### config.mk
export PLATFORM = sky130hd
export DESIGN_NAME = conv_adder_sequencer
export DESIGN_NICKNAME = d
export VERILOG_FILES = /design/src/rtl/conv_pkg.sv /design/src/rtl/conv_tag_pipe.sv /design/src/rtl/conv_adder_sequencer.sv
export SDC_FILE = /design/constraint.sdc
export NUM_CORES = 1
export LEC_CHECK = 0
export ABC_AREA = 1
export BUFFER_PORTS_ARGS = -buffer_cell sky130_fd_sc_hd__buf_2
export CAP_MARGIN = 20
export CORE_MARGIN = 2
export CORE_UTILIZATION = 45
export CTS_BUF_LIST = sky130_fd_sc_hd__clkbuf_16
export DETAILED_ROUTE_END_ITERATION = 10
export GPL_ROUTABILITY_DRIVEN = 0
export GPL_TIMING_DRIVEN = 0
export PLACE_DENSITY_LB_ADDON = 0.15
export REMOVE_ABC_BUFFERS = 1
export SLEW_MARGIN = 10
export SYNTH_ARGS = -nofsm -noshare
export SYNTH_HDL_FRONTEND = slang
export SYNTH_SLANG_ARGS = --single-unit
### constraint.sdc
create_clock -name clk -period 3.1 [get_ports clk]
set_clock_uncertainty 0.15 [all_clocks]
set_input_delay 0.31 -clock clk [delete_from_list [all_inputs] [get_ports clk]]
set_output_delay 0.31 -clock clk [all_outputs]
set_load 0.01 [all_outputs]
### src/rtl/conv_pkg.sv
// -----------------------------------------------------------------------------
// conv_pkg
// Shared types and default geometry for the convolution stage-1 adder
// sequencer. It holds the sequencer state enum, the window-result tag that
// travels beside the adder data, and the default frame and kernel constants.
// -----------------------------------------------------------------------------
package conv_pkg;

    typedef enum logic [1:0] {
        IDLE  = 2'd0,
        RUN   = 2'd1,
        DRAIN = 2'd2,
        DONE  = 2'd3
    } conv_state_t;

    // Tag coordinates are stored at a fixed width. Each user slices them down
    // to the width of its own output map.
    localparam int COORD_W = 16;

    typedef struct packed {
        logic               valid;
        logic [COORD_W-1:0] row;
        logic [COORD_W-1:0] col;
    } conv_tag_t;

    localparam int DEF_IMG_WIDTH   = 28;
    localparam int DEF_IMG_HEIGHT  = 28;
    localparam int DEF_KERNEL      = 3;
    localparam int DEF_ADD_LATENCY = 2;

endpackage

### src/rtl/conv_tag_pipe.sv
// -----------------------------------------------------------------------------
// conv_tag_pipe
// A DEPTH-deep shift register of window tags. It advances in lock-step with
// the adder-stage chain.
//   clk, reset : clock and asynchronous active-low reset (all slots invalid)
//   en         : shift one slot; tag_in enters slot 0
//   tag_in     : tag for the adder input this cycle (valid=0 is a bubble)
//   tag_out    : last slot, aligned with the adder chain output
//   empty      : no slot holds a valid tag
//   last_only  : slots 0..DEPTH-2 hold no valid tag, so shifting in one more
//                bubble leaves the pipe empty
// -----------------------------------------------------------------------------
module conv_tag_pipe
    import conv_pkg::*;
#(
    parameter int DEPTH = DEF_ADD_LATENCY
) (
    input  logic      clk,
    input  logic      reset,
    input  logic      en,
    input  conv_tag_t tag_in,
    output conv_tag_t tag_out,
    output logic      empty,
    output logic      last_only
);

    conv_tag_t slot_q [DEPTH];
    conv_tag_t slot_d [DEPTH];

    always_comb begin
        slot_d[0] = en ? tag_in : slot_q[0];
        for (int i = 1; i < DEPTH; i++) begin
            slot_d[i] = en ? slot_q[i-1] : slot_q[i];
        end
    end

    always_comb begin
        empty     = 1'b1;
        last_only = 1'b1;
        for (int i = 0; i < DEPTH; i++) begin
            if (slot_q[i].valid) empty = 1'b0;
        end
        for (int i = 0; i < DEPTH - 1; i++) begin
            if (slot_q[i].valid) last_only = 1'b0;
        end
    end

    always_ff @(posedge clk or negedge reset) begin
        if (!reset) begin
            for (int i = 0; i < DEPTH; i++) slot_q[i] <= '0;
        end else begin
            for (int i = 0; i < DEPTH; i++) slot_q[i] <= slot_d[i];
        end
    end

    assign tag_out = slot_q[DEPTH-1];

endmodule

### src/rtl/conv_adder_sequencer.sv
// -----------------------------------------------------------------------------
// conv_adder_sequencer
// Sequences the shared convolution adder stages over one raster-order input
// feature map. It gates the adder enable, tracks which pipeline slots hold a
// complete KERNEL x KERNEL window, presents each result with its output
// coordinates, and pulses done once per frame.
//
// Optional feature: define SEQ_BACKPRESSURE_EN to add the outReady port. While
// a presented result is not accepted (outValid & ~outReady), the sequencer
// stalls. Without the macro, a result stays presented only until the next
// adderEnable, and downstream must capture it.
//
// Ports:
//   clk, reset   : clock and asynchronous active-low reset
//   start        : begin a frame (sampled in IDLE only)
//   pixelValid   : fetch side has a pixel
//   pixelReady   : pixel accepted this cycle when pixelValid (combinational)
//   adderEnable  : advance the adder chain this cycle (combinational)
//   outReady     : downstream accepts result (SEQ_BACKPRESSURE_EN only)
//   outValid     : adder output holds a valid window result
//   outRow/outCol: output-map coordinates of that result
//   busy         : high in every state except IDLE
//   done         : one-cycle pulse after the last result has left
// -----------------------------------------------------------------------------
module conv_adder_sequencer
    import conv_pkg::*;
#(
    parameter int IMG_WIDTH   = DEF_IMG_WIDTH,
    parameter int IMG_HEIGHT  = DEF_IMG_HEIGHT,
    parameter int KERNEL      = DEF_KERNEL,
    parameter int ADD_LATENCY = DEF_ADD_LATENCY
) (
    input  logic                          clk,
    input  logic                          reset,
    input  logic                          start,
    input  logic                          pixelValid,
    output logic                          pixelReady,
    output logic                          adderEnable,
`ifdef SEQ_BACKPRESSURE_EN
    input  logic                          outReady,
`endif
    output logic                          outValid,
    output logic [$clog2(IMG_HEIGHT)-1:0] outRow,
    output logic [$clog2(IMG_WIDTH)-1:0]  outCol,
    output logic                          busy,
    output logic                          done
);

    localparam int ROW_W = $clog2(IMG_HEIGHT);
    localparam int COL_W = $clog2(IMG_WIDTH);

    localparam logic [ROW_W-1:0] ROW_LAST = ROW_W'(IMG_HEIGHT - 1);
    localparam logic [COL_W-1:0] COL_LAST = COL_W'(IMG_WIDTH - 1);
    localparam logic [ROW_W-1:0] ROW_K    = ROW_W'(KERNEL - 1);
    localparam logic [COL_W-1:0] COL_K    = COL_W'(KERNEL - 1);

    conv_state_t      state_q, state_d;
    logic [ROW_W-1:0] row_q, row_d;
    logic [COL_W-1:0] col_q, col_d;
    logic             busy_q, busy_d;
    logic             done_q, done_d;

    conv_tag_t tag_in, tag_out;
    logic      pipe_empty, pipe_last_only;
    logic      stall, accept, last_pix;

`ifdef SEQ_BACKPRESSURE_EN
    assign stall = tag_out.valid & ~outReady;
`else
    assign stall = 1'b0;
`endif

    always_comb begin
        pixelReady  = (state_q == RUN) && !stall;
        accept      = pixelValid && pixelReady;
        // DRAIN keeps pushing bubbles until the last valid tag is out.
        adderEnable = accept || ((state_q == DRAIN) && !stall && !pipe_empty);
        last_pix    = (row_q == ROW_LAST) && (col_q == COL_LAST);

        tag_in       = '0;
        tag_in.valid = accept && (row_q >= ROW_K) && (col_q >= COL_K);
        tag_in.row   = COORD_W'(row_q - ROW_K);
        tag_in.col   = COORD_W'(col_q - COL_K);
    end

    always_comb begin
        state_d = state_q;
        row_d   = row_q;
        col_d   = col_q;
        case (state_q)
            IDLE: begin
                if (start) begin
                    state_d = RUN;
                    row_d   = '0;
                    col_d   = '0;
                end
            end
            RUN: begin
                if (accept) begin
                    if (col_q == COL_LAST) begin
                        col_d = '0;
                        row_d = row_q + 1'b1;
                    end else begin
                        col_d = col_q + 1'b1;
                    end
                    if (last_pix) state_d = DRAIN;
                end
            end
            DRAIN: begin
                // Leave when this shift pushes the final valid tag out, so that
                // done coincides with the first cycle of an empty pipeline.
                if (pipe_empty || (adderEnable && pipe_last_only)) state_d = DONE;
            end
            DONE:    state_d = IDLE;
            default: state_d = IDLE;
        endcase
        busy_d = (state_d != IDLE);
        done_d = (state_d == DONE);
    end

    always_ff @(posedge clk or negedge reset) begin
        if (!reset) begin
            state_q <= IDLE;
            row_q   <= '0;
            col_q   <= '0;
            busy_q  <= 1'b0;
            done_q  <= 1'b0;
        end else begin
            state_q <= state_d;
            row_q   <= row_d;
            col_q   <= col_d;
            busy_q  <= busy_d;
            done_q  <= done_d;
        end
    end

    conv_tag_pipe #(
        .DEPTH (ADD_LATENCY)
    ) u_tag_pipe (
        .clk       (clk),
        .reset     (reset),
        .en        (adderEnable),
        .tag_in    (tag_in),
        .tag_out   (tag_out),
        .empty     (pipe_empty),
        .last_only (pipe_last_only)
    );

    // Result outputs come straight from the last tag flop.
    assign outValid = tag_out.valid;
    assign outRow   = tag_out.row[ROW_W-1:0];
    assign outCol   = tag_out.col[COL_W-1:0];
    assign busy     = busy_q;
    assign done     = done_q;

    logic unused_tag_bits;
    assign unused_tag_bits = ^{tag_out.row[COORD_W-1:ROW_W], tag_out.col[COORD_W-1:COL_W]};

endmodule

Word level (Yosys, flattened, before mapping):

Cells that the tools add are included.

* $add $sub $neg: 4
* reductions and logical operators: 14
* $lt $le $gt $ge: 2
* multiplexer cells: 14
* eq/ne operators: 9

Operator list (count)
* $mux 5: 5
* $pmux 5 s2: 2
* $add 5x1->5 const B: 2
* $eq 5x5->1 const B: 2
* $ge 5x2->1 const B: 2
* $sub 5x2->5 const B: 2
* $mux 2: 4
* $pmux 2 s4: 1
* $eq 2x2->1 const B: 3
* $logic_and 1x1->1: 6
* $ne 2x1->1 const B: 2
* $reduce_and 4->1: 1
* $reduce_bool 2->1: 2
* $reduce_and 3->1: 1
* $eq 2x1->1 const B: 1
* $logic_not 2->1: 1
* $logic_or 1x1->1: 2
* $mux 1: 2
* $ne 2x2->1 const B: 1
* $logic_not 1->1: 1

* output and inout port bits: 15
* logic and storage cells: 54
* bits in registers: 36

Logic depth before layout (Yosys ltp):

* depth after elaboration: 10
* depth in mapped cells: 8

Cells and area by module:

A second synthesis with hierarchy kept.

* cells, all modules: 445
* area, all modules: 3687.3 µm²

Modules (own cells, without submodules)
* conv_tag_pipe: cells an instance 314, instances 1, area each 2736.4 µm²
* conv_adder_sequencer: cells an instance 131, instances 1, area each 950.9 µm²

Worst setup path before layout:

Ideal clock, no wire load.

* kind: reg2out
* start: register state_q[0]
* end: output port adderEnable
* slack: 1.736 ns
* arrival: 0.904 ns
* path buffers: 1
* cell stages (with the launch flop): 5
* cells stage by stage: dfrtp_1 > nor2_2 > nand2_2 > nand2_4 > buf_4

* word-level cells in the longest chain between the ends: 3

RTL lines
* start, declared: line conv_adder_sequencer.sv:57 `conv_state_t state_q, state_d;`
* start signal, assigned: line conv_adder_sequencer.sv:129 `state_q <= state_d;`
* $eq 2x1->1 / $eq 2x2->1 (equally long branches): line conv_adder_sequencer.sv:74, conv_adder_sequencer.sv:77
* $logic_and 1x1->1 (on tied branches): line conv_adder_sequencer.sv:75, conv_adder_sequencer.sv:77
* $logic_or 1x1->1 *: line conv_adder_sequencer.sv:77 `adderEnable = accept || ((state_q == DRAIN) && !stall && !pipe_empty);`
* end, declared: line conv_adder_sequencer.sv:38 `output logic adderEnable,`

Every way passes the cells marked *; elsewhere a longest branch is shown, timed or not.

Worst setup path after layout:

Same ends and word-level chain as after synthesis.

==> out/qor.yml <==
outcome:
  status: "finished, violations left"
  violations: "hold timing"
worst_setup_path:
  endpoint: "adderEnable"
  worstPathMaxFanout: 22
  crit_required_ns: 2.64
  r2r_cells: 6
  start_kind: "flop"
  critPathKind: "reg -> out"
  crit_path_end_kind: "output port"
  rrSetupSlack_ns: 1.56
  critical_path_arrival_ns: 1.39
  crit_start: "state_q[0]"
  rr_endpoint: "u_tag_pipe.slot_q[35]"
  reg2reg_from: "state_q[0]"
synthesis:
  synthArstFlopShare_pct: 100.0
  synthSimpleGateAreaFrac_pct: 25.44
  synth_top_family_by_area: "simple AND/OR/NAND/NOR gates"
  ys_seq_elements: 36
  ys_types: 21
  avgSynthCellArea_um2: 8.589
  synth_edf_count: 0
  yosys.area_share.adder_pct: 5.274
  synth_mux_area_share_pct: 0
  yosys_warnings: 0
  syn_area_um2: 1898
  synth-main-ff-cell: "dfrtp_1"
  synthCells: 221
  synth_compound_area_share_pct: 7.383
  yosys.area_share.xor_xnor_pct: 2.307
  synth_seq_area_share_pct: 47.46
sta:
  worstMarginPinSlew_ns: 0.7940
  hold_ws_ns: -0.03834
  hold_viol: 36
  rsz0062_at_grt: "false"
  fin_crit_ns: 1.847
  slew_viol_final: 0
  finalCritPeriodShare_pct: 59.60
  finalSetupViolCount: 0
  relSlewSlack_pct: 47.07
  tns_ns: 0
  fmax_mhz: 541.3
drt:
  drt-wirelength-per-cell_um: 10.91
  viasPerCell: 4.700
  routed_wl_um: 3054
  antenna_left: 0
  num_vias: 1316
  drt_iter0_markers: 58
  route.detailed.drc: 0
  first_pass_iters: 4
placed_design:
  io_buffers: 18
  place_inst: 272
  dp_hpwl_um: 2152
  place_area_um2: 1917
floorplanning:
  design.die.area_um2: 4753
  die_h_um: 68.95
  die_w_um: 68.95
  coreArea_um2: 4029
  num_io_pins: 19
  start_util_pct: 47.11
  rows: 23
clocking:
  cts-htree-levels: 2
  clock_sinks: 36
  cts.path.max_buffers: 2
  post_cts_buffers: 0
  clkLatencyLatePin_ns: 0.27
  cts-root-buf: "clkbuf_16"
  ctsResizeCount: 0
  cts_buffers: 5
  holdBufCountCts: 0
  clkTransAtPathRegs_ns: 0.05
  tritoncts: "yes"
grt:
  grt_pass1_vias: 1177
  grt_pass1_wl_um: 5216
  grt_max_degree: 37
  grt_overflow_total: 0
  antenna_found_initial: 0
  grt_use_total_pct: 15.00
layout:
  stdcell_count: 280
  nNetsFinal: 241
  final_cell_mix: "nand2_1 (68), dfrtp_1 (36), inv_1 (22)"
  final_area_um2: 2079
  area_delta_synth_final_pct: 9.558
  layout-drive-gt1-share_pct: 19.57
  diodes: 0
  fillers: 386
  final_common_cell: "nand2_1"
pwr:
  power_leakage_nw: 1.122
  power_density_nw_per_um2: 774.4
  ir_drop_mv: 0.3081
flow_run:
  cap_violations: 0
min_path:
  min_path_type: "in -> async"
synthesized netlist by cell type (2+ instances only):
library cell	count	area share [%]
nor2_2	2	0.66
nand2_1	68	13
a21oi_1	3	0.79
nand2_2	3	0.99
o21ai_2	8	3.7
buf_4	12	4.7
nand3_1	9	2.4
ha_1	8	5.3
o21ai_1	7	1.8
nor2_1	17	3.4
buf_2	2	0.53
nand2_4	4	2.4
buf_6	3	1.8
o21ai_0	4	1.1
nand4_1	4	1.3
xor2_1	5	2.3
inv_2	2	0.40
inv_1	22	4.4
dfrtp_1	36	47
cells by family (layout without fill, tap and decap cells):
group	after synthesis	in the layout
compound gates	22	22
buf+inv	42	51
simple gates	108	108
xor+xnor	5	5
fa+ha+maj	8	8
flops	36	36
report_power, final:
part	total [W]	leakage [nW]	internal, W	switching, W
sequential	0.000668	0.449	0.000587	0.0000808
combinational	0.000395	0.594	0.000158	0.000237
clock	0.000547	0.0789	0.000373	0.000174
total	0.00161	1.12	0.00112	0.000492
registers in the layout, summed over array words and instances (netlist names):
name                cells
u_tag_pipe.slot_q      11
done                    1
row_q                   5
col_q                   5
u_tag_pipe.tag_out     11
busy                    1
state_q                 2
critical path, stage by stage, from the launching register on:
cell and delay, ns:
dfrtp_1 0.46, nor2_2 0.19, nand2_2 0.08, nand2_4 0.21, buf_2 0.18
layout make-up:
type / instances / area [µm²] / area share, %
Multi-Input combinational cell: 143 / 767.0 / 36.88
Sequential cell: 36 / 900.9 / 43.32
Clock inverter: 3 / 37.54 / 1.805
Timing Repair Buffer: 18 / 90.09 / 4.332
Tap cell: 50 / 62.56 / 3.008
Inverter: 25 / 96.34 / 4.633
Clock buffer: 5 / 125.1 / 6.017
routing by layer:
layer,routed length (µm),track usage [%]
met3,115,4.221
met1,1522,20.29
met2,1380,23.08
met5,0,0
met4,36,5.147
metrics by stage:
step	total power [W]	utilization (%)	worst slack (ns)
final	0.001610	51.61	1.253
after CTS	0.001640	51.61	1.241
after global placement	0.001071	47.58	1.529
after floorplan	0.0009561	-	1.710
after global routing	0.001733	51.61	1.168
after detailed placement	0.001080	47.58	1.541
worst min-delay path by stage:
stage	slack (ns)	cells after the start	to
2_1_floorplan	-0.14	0	busy
3_3_place_gp	0.30	1	u_tag_pipe.slot_q[50]
4_1_cts	0.006	1	row_q[3]
5_1_grt	0.03	1	u_tag_pipe.tag_out[17]
3_5_place_dp	0.30	1	u_tag_pipe.tag_out[17]
6_report	-0.04	1	u_tag_pipe.tag_out[17]
Power figures use the tool's default switching activity.
